[src/rtl/sort_vis_pkg.sv]
// Shared definitions for the bar-sort visualiser: FSM encoding, button
// arbitration and the default timing constants used by the engine and top level.
package sort_vis_pkg;

   localparam int unsigned DEBOUNCE_CYCLES_DEF = 1_000_000;
   localparam int unsigned STEP_PERIOD_DEF     = 100_000_000;
   localparam int unsigned CNT_W_DEF           = 32;

   typedef enum logic [1:0] {
      ST_IDLE  = 2'd0,
      ST_RUN   = 2'd1,
      ST_PAUSE = 2'd2,
      ST_DONE  = 2'd3
   } state_t;

   typedef enum logic [1:0] {
      BTN_NONE,
      BTN_PAUSE,
      BTN_NEXT,
      BTN_PREV
   } btn_sel_t;

   // Simultaneous presses resolve to a single winner: pause > next > prev.
   function automatic btn_sel_t btn_winner(input logic pause_p,
                                           input logic next_p,
                                           input logic prev_p);
      if (pause_p) begin
         return BTN_PAUSE;
      end else if (next_p) begin
         return BTN_NEXT;
      end else if (prev_p) begin
         return BTN_PREV;
      end
      return BTN_NONE;
   endfunction

endpackage

[src/rtl/btn_debounce.sv]
// One push-button conditioner: 2-flop synchroniser, stability counter and a
// single-cycle press pulse on each accepted 0->1 transition.
module btn_debounce
   import sort_vis_pkg::*;
#(
   parameter int unsigned DEBOUNCE_CYCLES = DEBOUNCE_CYCLES_DEF,
   parameter int unsigned CNT_W           = CNT_W_DEF
) (
   input  logic clk,
   input  logic reset,
   input  logic raw_i,
   output logic level_o,
   output logic press_o
);

   localparam logic [CNT_W-1:0] CNT_LAST = CNT_W'(DEBOUNCE_CYCLES - 1);

   logic             sync1_q, sync2_q;
   logic             level_q, level_d;
   logic             press_q, press_d;
   logic [CNT_W-1:0] cnt_q, cnt_d;

   // NOTE: every always_comb output gets a default first so no path leaves it
   // unassigned, which would otherwise infer a latch.
   always_comb begin
      cnt_d   = '0;
      level_d = level_q;
      press_d = 1'b0;
      if (sync2_q != level_q) begin
         if (cnt_q == CNT_LAST) begin
            level_d = sync2_q;
            press_d = sync2_q;
         end else begin
            cnt_d = cnt_q + 1'b1;
         end
      end
   end

   // NOTE: state registers use non-blocking assignments so every flop samples
   // pre-edge values; blocking here would chain the synchroniser into one flop.
   always_ff @(posedge clk or posedge reset) begin
      if (reset) begin
         sync1_q <= 1'b0;
         sync2_q <= 1'b0;
         level_q <= 1'b0;
         press_q <= 1'b0;
         cnt_q   <= '0;
      end else begin
         sync1_q <= raw_i;
         sync2_q <= sync1_q;
         level_q <= level_d;
         press_q <= press_d;
         cnt_q   <= cnt_d;
      end
   end

   assign level_o = level_q;
   assign press_o = press_q;

endmodule

[src/rtl/sort_step_ctrl.sv]
// Run/pause/single-step controller for the sort visualiser: conditions the
// three buttons and emits registered one-cycle step_fwd / step_back strobes.
module sort_step_ctrl
   import sort_vis_pkg::*;
#(
   parameter int unsigned DEBOUNCE_CYCLES = DEBOUNCE_CYCLES_DEF,
   parameter int unsigned STEP_PERIOD     = STEP_PERIOD_DEF,
   parameter int unsigned CNT_W           = CNT_W_DEF
) (
   input  logic       clk,
   input  logic       reset,
   input  logic       enable,
   input  logic       btn_pause,
   input  logic       btn_next,
   input  logic       btn_prev,
   input  logic       sort_done,
   output logic       step_fwd,
   output logic       step_back,
   output logic       paused,
   output logic [1:0] state
);

   localparam logic [CNT_W-1:0] TIMER_LAST = CNT_W'(STEP_PERIOD - 1);

   logic [2:0]       unused_levels;
   logic             press_pause, press_next, press_prev;
   btn_sel_t         winner;

   state_t           state_q, state_d;
   logic [CNT_W-1:0] timer_q, timer_d;
   logic             fwd_q, fwd_d;
   logic             back_q, back_d;

   btn_debounce #(.DEBOUNCE_CYCLES(DEBOUNCE_CYCLES), .CNT_W(CNT_W)) u_db_pause (
      .clk     (clk),
      .reset   (reset),
      .raw_i   (btn_pause),
      .level_o (unused_levels[0]),
      .press_o (press_pause)
   );

   btn_debounce #(.DEBOUNCE_CYCLES(DEBOUNCE_CYCLES), .CNT_W(CNT_W)) u_db_next (
      .clk     (clk),
      .reset   (reset),
      .raw_i   (btn_next),
      .level_o (unused_levels[1]),
      .press_o (press_next)
   );

   btn_debounce #(.DEBOUNCE_CYCLES(DEBOUNCE_CYCLES), .CNT_W(CNT_W)) u_db_prev (
      .clk     (clk),
      .reset   (reset),
      .raw_i   (btn_prev),
      .level_o (unused_levels[2]),
      .press_o (press_prev)
   );

   assign winner = btn_winner(press_pause, press_next, press_prev);

   always_comb begin
      state_d = state_q;
      timer_d = timer_q;
      fwd_d   = 1'b0;
      back_d  = 1'b0;
      if (!enable) begin
         state_d = ST_IDLE;
         timer_d = '0;
      end else begin
         unique case (state_q)
            ST_IDLE: begin
               timer_d = '0;
               state_d = sort_done ? ST_DONE : ST_RUN;
            end
            ST_RUN: begin
               if (sort_done) begin
                  state_d = ST_DONE;
                  timer_d = '0;
               end else if (winner == BTN_PAUSE) begin
                  state_d = ST_PAUSE;
                  timer_d = '0;
               end else if (timer_q == TIMER_LAST) begin
                  fwd_d   = 1'b1;
                  timer_d = '0;
               end else begin
                  timer_d = timer_q + 1'b1;
               end
            end
            ST_PAUSE: begin
               timer_d = '0;
               if (sort_done) begin
                  state_d = ST_DONE;
               end else begin
                  unique case (winner)
                     BTN_PAUSE: state_d = ST_RUN;
                     BTN_NEXT:  fwd_d   = 1'b1;
                     BTN_PREV:  back_d  = 1'b1;
                     default:   ;
                  endcase
               end
            end
            ST_DONE: begin
               // Only an undo leaves DONE; a winning pause/next press is dropped.
               timer_d = '0;
               if (winner == BTN_PREV) begin
                  back_d  = 1'b1;
                  state_d = ST_PAUSE;
               end
            end
            default: begin
               state_d = ST_IDLE;
               timer_d = '0;
            end
         endcase
      end
   end

   always_ff @(posedge clk or posedge reset) begin
      if (reset) begin
         state_q <= ST_IDLE;
         timer_q <= '0;
         fwd_q   <= 1'b0;
         back_q  <= 1'b0;
      end else begin
         state_q <= state_d;
         timer_q <= timer_d;
         fwd_q   <= fwd_d;
         back_q  <= back_d;
      end
   end

   assign step_fwd  = fwd_q;
   assign step_back = back_q;
   assign paused    = (state_q == ST_PAUSE);
   assign state     = state_q;

endmodule

[config.mk]
export PLATFORM = sky130hd
export DESIGN_NAME = sort_step_ctrl
export DESIGN_NICKNAME = d
export VERILOG_FILES = /design/src/rtl/sort_vis_pkg.sv /design/src/rtl/btn_debounce.sv /design/src/rtl/sort_step_ctrl.sv
export SDC_FILE = /design/constraint.sdc
export NUM_CORES = 1
export LEC_CHECK = 0
export CORE_MARGIN = 10
export CORE_UTILIZATION = 38
export DETAILED_ROUTE_END_ITERATION = 16
export PLACE_DENSITY = 0.63
export SLEW_MARGIN = 20
export SYNTH_ARGS = -nofsm -noshare
export SYNTH_HDL_FRONTEND = slang
export SYNTH_SLANG_ARGS = --single-unit
export TNS_END_PERCENT = 100
[constraint.sdc]
create_clock -name clk -period 6.45 [get_ports clk]
set_clock_uncertainty 0.2 [all_clocks]
set_input_delay 0.9675 -clock clk [delete_from_list [all_inputs] [get_ports clk]]
set_output_delay 0.9675 -clock clk [all_outputs]
set_load 0.1 [all_outputs]
# After elaboration in Yosys (flattened, before gate mapping)
# Index checks and enable logic that the tools add are counted.
[word_totals] regBits=144 inputBits=7 out_inout_bits=5 wordCells=88
[op_classes] n_addsub=4 eq_ne=16 mux=43 n_reduce_logical=6
[op_table] op="$mux W32" n=10
[op_table] op="$add A32 B1 Y32 const B" n=4
[op_table] op="$eq A32 B20 Y1 const B" n=3
[op_table] op="$pmux W32 S2" n=1
[op_table] op="$eq A32 B27 Y1 const B" n=1
[op_table] op="$mux W2" n=11
[op_table] op="$mux W1" n=18
[op_table] op="$eq A2 B2 Y1 const B" n=4
[op_table] op="$pmux W2 S4" n=1
[op_table] op="$reduce_and A2 Y1" n=3
[op_table] op="$eq A2 B1 Y1 const B" n=2
[op_table] op="$ne A4 B3 Y1 const B" n=1
[op_table] op="$ne A4 B4 Y1 const B" n=1
[op_table] op="$pmux W1 S2" n=2
[op_table] op="$ne A1 B1 Y1" n=3
[op_table] op="$ne A3 B3 Y1 const B" n=1
[op_table] op="$reduce_and A3 Y1" n=1
[op_table] op="$reduce_or A3 Y1" n=1
[op_table] op="$logic_not A2 Y1" n=1

# Logic depth before layout (Yosys ltp)
[logic_depth] depth_word=9 mapped_depth=8 mapped_depth_nobuf=6

# Modules after synthesis
# From an unflattened synthesis, not the netlist that was laid out.
[unflattened] cells_unflattened=749 area_unflattened_um2=7285.7
[modules_own_cells] mod="btn_debounce" instances=3 cells_per_inst=183 area_each_um2=1786.7 seq_area_each_um2=900.9
[modules_own_cells] mod="sort_step_ctrl" instances=1 cells_per_inst=200 area_each_um2=1925.6 seq_area_each_um2=900.9

# Worst setup path before layout
# No wires, ideal clock.
[synth_timing] kind="register to output" from="register state_q[1] (netlist: state[1])" to="output paused" arrival_time_ps=1940 required_ps=5282 path_slack_ps=3343 stages_incl_launch_ff=2 n_path_buf=0 cell_sequence="dfrtp_1 ha_1"
[synth_between] elab_chain_cells=1
[synth_lines] element="start, declared" line_no="sort_step_ctrl.sv:29" text="state_t state_q, state_d;"
[synth_lines] element="start signal, assigned" line_no="sort_step_ctrl.sv:124" text="state_q <= state_d;"
[synth_lines] element="$eq A2 B2 Y1" line_no="sort_step_ctrl.sv:133" text="assign paused = (state_q == ST_PAUSE);"
[synth_lines] element="end, declared" line_no="sort_step_ctrl.sv:19" text="output logic paused,"
# Every way passes these cells.

# Final worst setup path
[layout_timing] from="register state_q[0] (netlist: state[0])" to="output paused"
# Same word-level chain as after synthesis.

==> metrics.csv <==
metric;value;unit
required;5280;ps
cap_violations;0;
startpoint_type;flip-flop;
ctsResizeCount;0;
critical_path_class;flip-flop to primary output;
worstSetupEndpointType;primary output;
nNetsFinal;778;
core;18700;sq um
syn_to_final_growth;11.7;%
p_leak;3.16;nW
ys_seq_area_frac;0.498;
worstMarginPinSlew;1060;ps
dp_slack;3350;ps
hold_depth;0;
status;finished, final reports clean;
initial_core_util;0.387;
vias;5238;
min_from;u_db_prev.sync1_q$_DFF_PP0_;
r2r_cells;6;
synth_area_leaders;dfrtp_1, nor2_1, xnor2_1;
clk_latency;420;ps
ys_ff_latch;144;
total_power;2.05;mW
via_per_inst;5.19;
synth_area;7230;sq um
synth.avg_cell_area;9.59;sq um
drv_slew;0;
place_congestion;0.785;
synth_top_area_cell;dfrtp_1;
power_density;254;nW/um^2
rsz0062_at_grt;no;
grt_max_degree;94;
crit_slowest_cell;clkdlybuf4s50_1;
fin_crit_sh;0.550;
die_y;158;um
tritoncts;built;
cp_max_fo;6;
crit_path_max_incr_delay;1210;ps
hold_viol;0;
numCtsBuffers;17;
synth-edff-count;0;
path_buf_inv;2;
reg2reg_slack;3730;ps
drt_pass1_iterations;4;
grt_pass1_vias;4998;
avgRoutedWirePerCell;14.2;um
rows;50;
dpl.hpwl;9130;um
cp_cell_sequence;inv_1 -> ha_1 -> clkdlybuf4s50_1;
antenna_found_initial;1;
ys_top_cells_by_count;nor2_1, dfrtp_1, xnor2_1, xor2_1, nand2_1;
whs_endpoint;u_db_prev.sync2_q$_DFF_PP0_;
cp.arrival;2380;ps
die_x;158;um
ys.flop_type;dfrtp_1;
drt_iter0_drc;423;
gr-total-overflow;0;
reg2reg_from;timer_q[0]$_DFF_PP0_;
cpLargestDelayFamily;buffers and inverters;
slew_headroom;0.294;
clockBufferDepth;2;
finalWirelength;14300;um
r2r-end;timer_q[26]$_DFF_PP0_;
io_buffers;11;
io_pins;12;
fin_crit;3550;ps
setup_viol;0;
drive_gt1_frac;0.0658;
ctsHtreeMaxLevel;4;
cts.sinks;144;
synth_warnings;0;
maxClockFrequency;282;MHz
grt_use_total;0.123;
async_reset_ff_frac;1.00;
synth_cell_types;47;
finalSetupTns;0;ps
synthesis.nets;769;
clk_pin_slew_worst_paths;60;ps
dieArea;25000;sq um
cts_setup_buffers;0;
max-vdd-ir-drop;0.166;mV
ctsRootBufferMaster;clkbuf_16;
setup_ws;2900;ps
grt_pass1_wl;25000;um
yosysTopAreaCellShare;0.498;
route.detailed.drc;0;
syn_inst;754;
hold_path.class;flip-flop to flip-flop;
antenna_left;0;
synth.most_common_cell;nor2_1;
cts_hold_buf;0;
[placed cells by master (no fill, tap or decap), types with 7 or more instances in the layout]
| cell | n |
|---|---|
| a21oi_1 | 12 |
| and3_1 | 10 |
| and4_1 | 13 |
| clkbuf_16 | 17 |
| clkdlybuf4s50_1 | 11 |
| dfrtp_1 | 144 |
| ha_1 | 8 |
| inv_1 | 17 |
| nand2_1 | 53 |
| nand3_1 | 51 |
| nand4_1 | 38 |
| nor2_1 | 151 |
| nor3_1 | 25 |
| nor4_1 | 28 |
| or3_1 | 7 |
| or4_1 | 7 |
| xnor2_1 | 56 |
| xor2_1 | 55 |
[registers in the layout, summed over array words and instances, names as in the netlist, 2 cells and up]
signal / count
u_db_next.cnt_q: 32
u_db_prev.cnt_q: 32
timer_q: 32
u_db_pause.cnt_q: 32
state: 2
[layout make-up]
class	count	area (sq um)
Sequential cell	144	3600
Fill cell	1795	10600
Antenna cell	1	2.50
Timing Repair Buffer	12	118
Tap cell	234	293
Multi-Input combinational cell	570	3420
Inverter	18	72.6
Clock buffer	17	425
Clock inverter	14	145
[worst max-delay path by stage]
stage / start / end / slack (ps) / depth (start not counted)
2_1_floorplan: reset / state[0]$_DFFE_PP0P_ / 1420 / 1
3_3_place_gp: state[0]$_DFFE_PP0P_ / paused / 3370 / 3
3_5_place_dp: state[0]$_DFFE_PP0P_ / paused / 3350 / 3
4_1_cts: state[0]$_DFFE_PP0P_ / paused / 2900 / 3
5_1_grt: state[0]$_DFFE_PP0P_ / paused / 2820 / 3
6_report: state[0]$_DFFE_PP0P_ / paused / 2900 / 3
[report_power, final]
group	switching (mW)	leakage, nW	total [mW]	internal [mW]
combinational	0.132	0.899	0.174	0.0419
sequential	0.0139	1.99	0.930	0.916
clock	0.384	0.270	0.949	0.565
[routing by layer]
layer  share of wire  GRT usage  vias to the layer above
li1                -          -                     2631
met1            0.50      0.168                     2552
met2            0.46      0.185                       46
met3           0.030     0.0326                        9
met4          0.0099     0.0388                        0
met5               0          0                        -
[through the flow]
| stage | utilization | std cells | cell area (sq um) | hold slack (ps) |
|---|---|---|---|---|
| floorplan | - | 754 | 7230 | 131 |
| global placement | 0.401 | 978 | 7500 | 134 |
| detailed placement | 0.401 | 978 | 7500 | 140 |
| CTS | 0.431 | 1009 | 8070 | 155 |
| global route | 0.432 | 1009 | 8080 | 163 |
| finish | 0.432 | 1010 | 8080 | 149 |
[cells by family (layout without fill, tap and decap cells)]
kind of cell | Yosys count | in the layout | synth area share
AOI/OAI and AO/OA | 29 | 29 | 0.0246
other | 0 | 1 | 0
buffers and inverters | 40 | 61 | 0.0299
adders and majority gates | 8 | 8 | 0.0138
and+or+nand+nor | 418 | 418 | 0.293
DFF | 144 | 144 | 0.498
muxes | 4 | 4 | 0.00605
xor gates and xnor gates | 111 | 111 | 0.134
Power figures use the tool's default switching activity.
==> edit, RTL diff (same flow settings) <==
The package constant `CNT_W_DEF` goes from 32 to 16.
--- a/src/rtl/sort_vis_pkg.sv
+++ b/src/rtl/sort_vis_pkg.sv
@@ -4,7 +4,7 @@
 
    localparam int unsigned DEBOUNCE_CYCLES_DEF = 1_000_000;
    localparam int unsigned STEP_PERIOD_DEF     = 100_000_000;
-   localparam int unsigned CNT_W_DEF           = 32;
+   localparam int unsigned CNT_W_DEF           = 16;
 
    typedef enum logic [1:0] {
       ST_IDLE  = 2'd0,
Check against the original RTL: no difference found for any inputs over 10 cycles, from zero or initial values and one cycle with reset high; that may be too few to reach the edited logic, so the function may still have changed.
==> edit against the unedited design <==
Wire length is 55% lower. Largest cell class unchanged. Critical path depth stayed put. Total power down 48%. Worst setup slack improved by 0.16 ns. Sequential cell count fell by 64. Via count down 50%. Synthesized area fell by 47%. Highest routed layer unchanged. Final area down 47%. Hold slack improved by 0.0029 ns. Global-route usage fell by 2.6 points.
==> edit: results (changes against the unedited design) <==
* Net count after synthesis at 387 (-50%)
* Maximum clock insertion buffer count at 2 (unchanged)
* Worst-Skew Late Latency at 0.34 ns (-0.08 ns)
* Synth cell types at 42 (-11%)
* Status: completed
* Die W at 120 um (-24%)
* Die height at 120 um (-24%)
* Seq/Total Area, Yosys at 52.3% (+2.5 points)
* IO buf count at 11 (unchanged)
* Largest net degree at the start of global routing at 81 (-14%)
* Slew HR at 34.9% (+5.5 points)
* Worst Path Arrival at 2.22 ns (-0.16 ns)
* Via count at 2597 (-50%)
* Synth cell count leaders: dfrtp_1 (80), nor2_1 (75), xnor2_1 (43)
* TritonCTS Buffers at 9 (-8)
* Count of flip-flops with a built-in enable after synthesis at 0 (unchanged)
* GP Congestion at 0.771 (-1.7%)
* Total track usage at 9.61% (-2.6 points)
* Nets at 403 (-48%)
* VDD IR-drop max at 0.177 mV (+6.5%)
* Top cells by area, synth: dfrtp_1 (52%), xnor2_1 (9.8%), nor2_1 (7.4%)
* Clk root buf: clkbuf_8
* H-tree depth at 3 (-1)
* Vias in the first global route at 2586 (-48%)
* ANT cells at 0 (-1)
* Hold Path Class: flop to flop
* HPWL after detailed placement at 4.35 mm (-52%)
* Post-synth ARST share at 100% (unchanged)
* Antenna violations before repair at 0 (-1)
* Clock-pin slew on the worst setup and hold paths at 0.08 ns (+0.02 ns)
* Met3 Usage GRT at 2.42% (-0.84 points)
* Final wirelength at 6.50 mm (-55%)
* Cts repair resizes at 0 (unchanged)
* Lkg Pwr at 1.67 nW (-47%)
* Fraction of layout cells with a size suffix above 1 at 7.89% (+1.3 points)
* Met2 Usage GRT at 15.0% (-3.4 points)
* Met1 Track Usage GR at 12.5% (-4.3 points)
* First-pass GRT wire length at 11.8 mm (-53%)
* DRT iter0 DRCs at 172 (-59%)
* Setup Fix Bufs, Post-CTS at 0 (unchanged)
-- edit: through the flow --
step           hold slack [ns]  instances  util, %  setup slack [ns]  area (sq um)
3_3_place_gp             0.139        510     41.4              3.44          4050
3_5_place_dp             0.136        510     41.4              3.43          4050
4_1_cts                  0.153        526     43.5              3.03          4250
6_report                 0.152        526     43.5              3.06          4260
2_1_floorplan            0.131        372        -              3.23          3820
5_1_grt                  0.171        526     43.5              2.96          4260
-- edit: layout make-up --
class,instances,area [sq um]
clock buffer,10,138
clock inverter,6,68.8
fill,939,5520
inverter,18,68.8
multi-input combinational,267,1690
sequential,80,2000
tap,133,166
timing repair buffer,12,121
-- edit: worst paths after layout --
| check | depth (start not counted) | end | start | slack, ns |
|---|---|---|---|---|
| min | 0 | u_db_next.sync2_q$_DFF_PP0_ | u_db_next.sync1_q$_DFF_PP0_ | 0.15 |
| max | 3 | paused | state[0]$_DFFE_PP0P_ | 3.06 |
| max reg2reg | 3 | u_db_next.cnt_q[6]$_DFF_PP0_ | u_db_next.cnt_q[11]$_DFF_PP0_ | 4.33 |
| min in group asynchronous | 3 | step_fwd$_DFF_PP0_ | reset | 0.92 |
| max in group asynchronous | 3 | u_db_prev.cnt_q[14]$_DFF_PP0_ | reset | 4.65 |
| min reg2reg | 0 | u_db_next.sync2_q$_DFF_PP0_ | u_db_next.sync1_q$_DFF_PP0_ | 0.15 |
-- edit: cell families (layout without fill, tap and decap cells) --
logic type	Yosys count	after routing	share of synthesized area [%]
and+or+nand+nor	185	185	24.6
muxes	4	4	1.14
adders and majority gates	8	8	2.62
DFF	80	80	52.3
buffers and inverters	25	46	3.43
AOI/OAI and AO/OA	13	13	2.78
xor gates and xnor gates	57	57	13.1
-- edit: worst max-delay path, stage by stage (launching register included) --
cell	delay, ns
dfrtp_1	0.44
inv_1	0.08
ha_1	0.20
clkdlybuf4s50_1	1.16
-- edit: routing by layer --
layer  wire, um  vias up
li1           -     1302
met1       3260     1267
met2       2960       20
met3        177        8
met4         97        0
met5          0        -
-- edit: report_power, final --
part | leakage, nW | internal [mW] | switching, mW | total, mW
combinational | 0.475 | 0.0436 | 0.111 | 0.154
sequential | 1.09 | 0.514 | 0.0151 | 0.529
clock | 0.102 | 0.191 | 0.185 | 0.376
total | 1.67 | 0.748 | 0.311 | 1.06
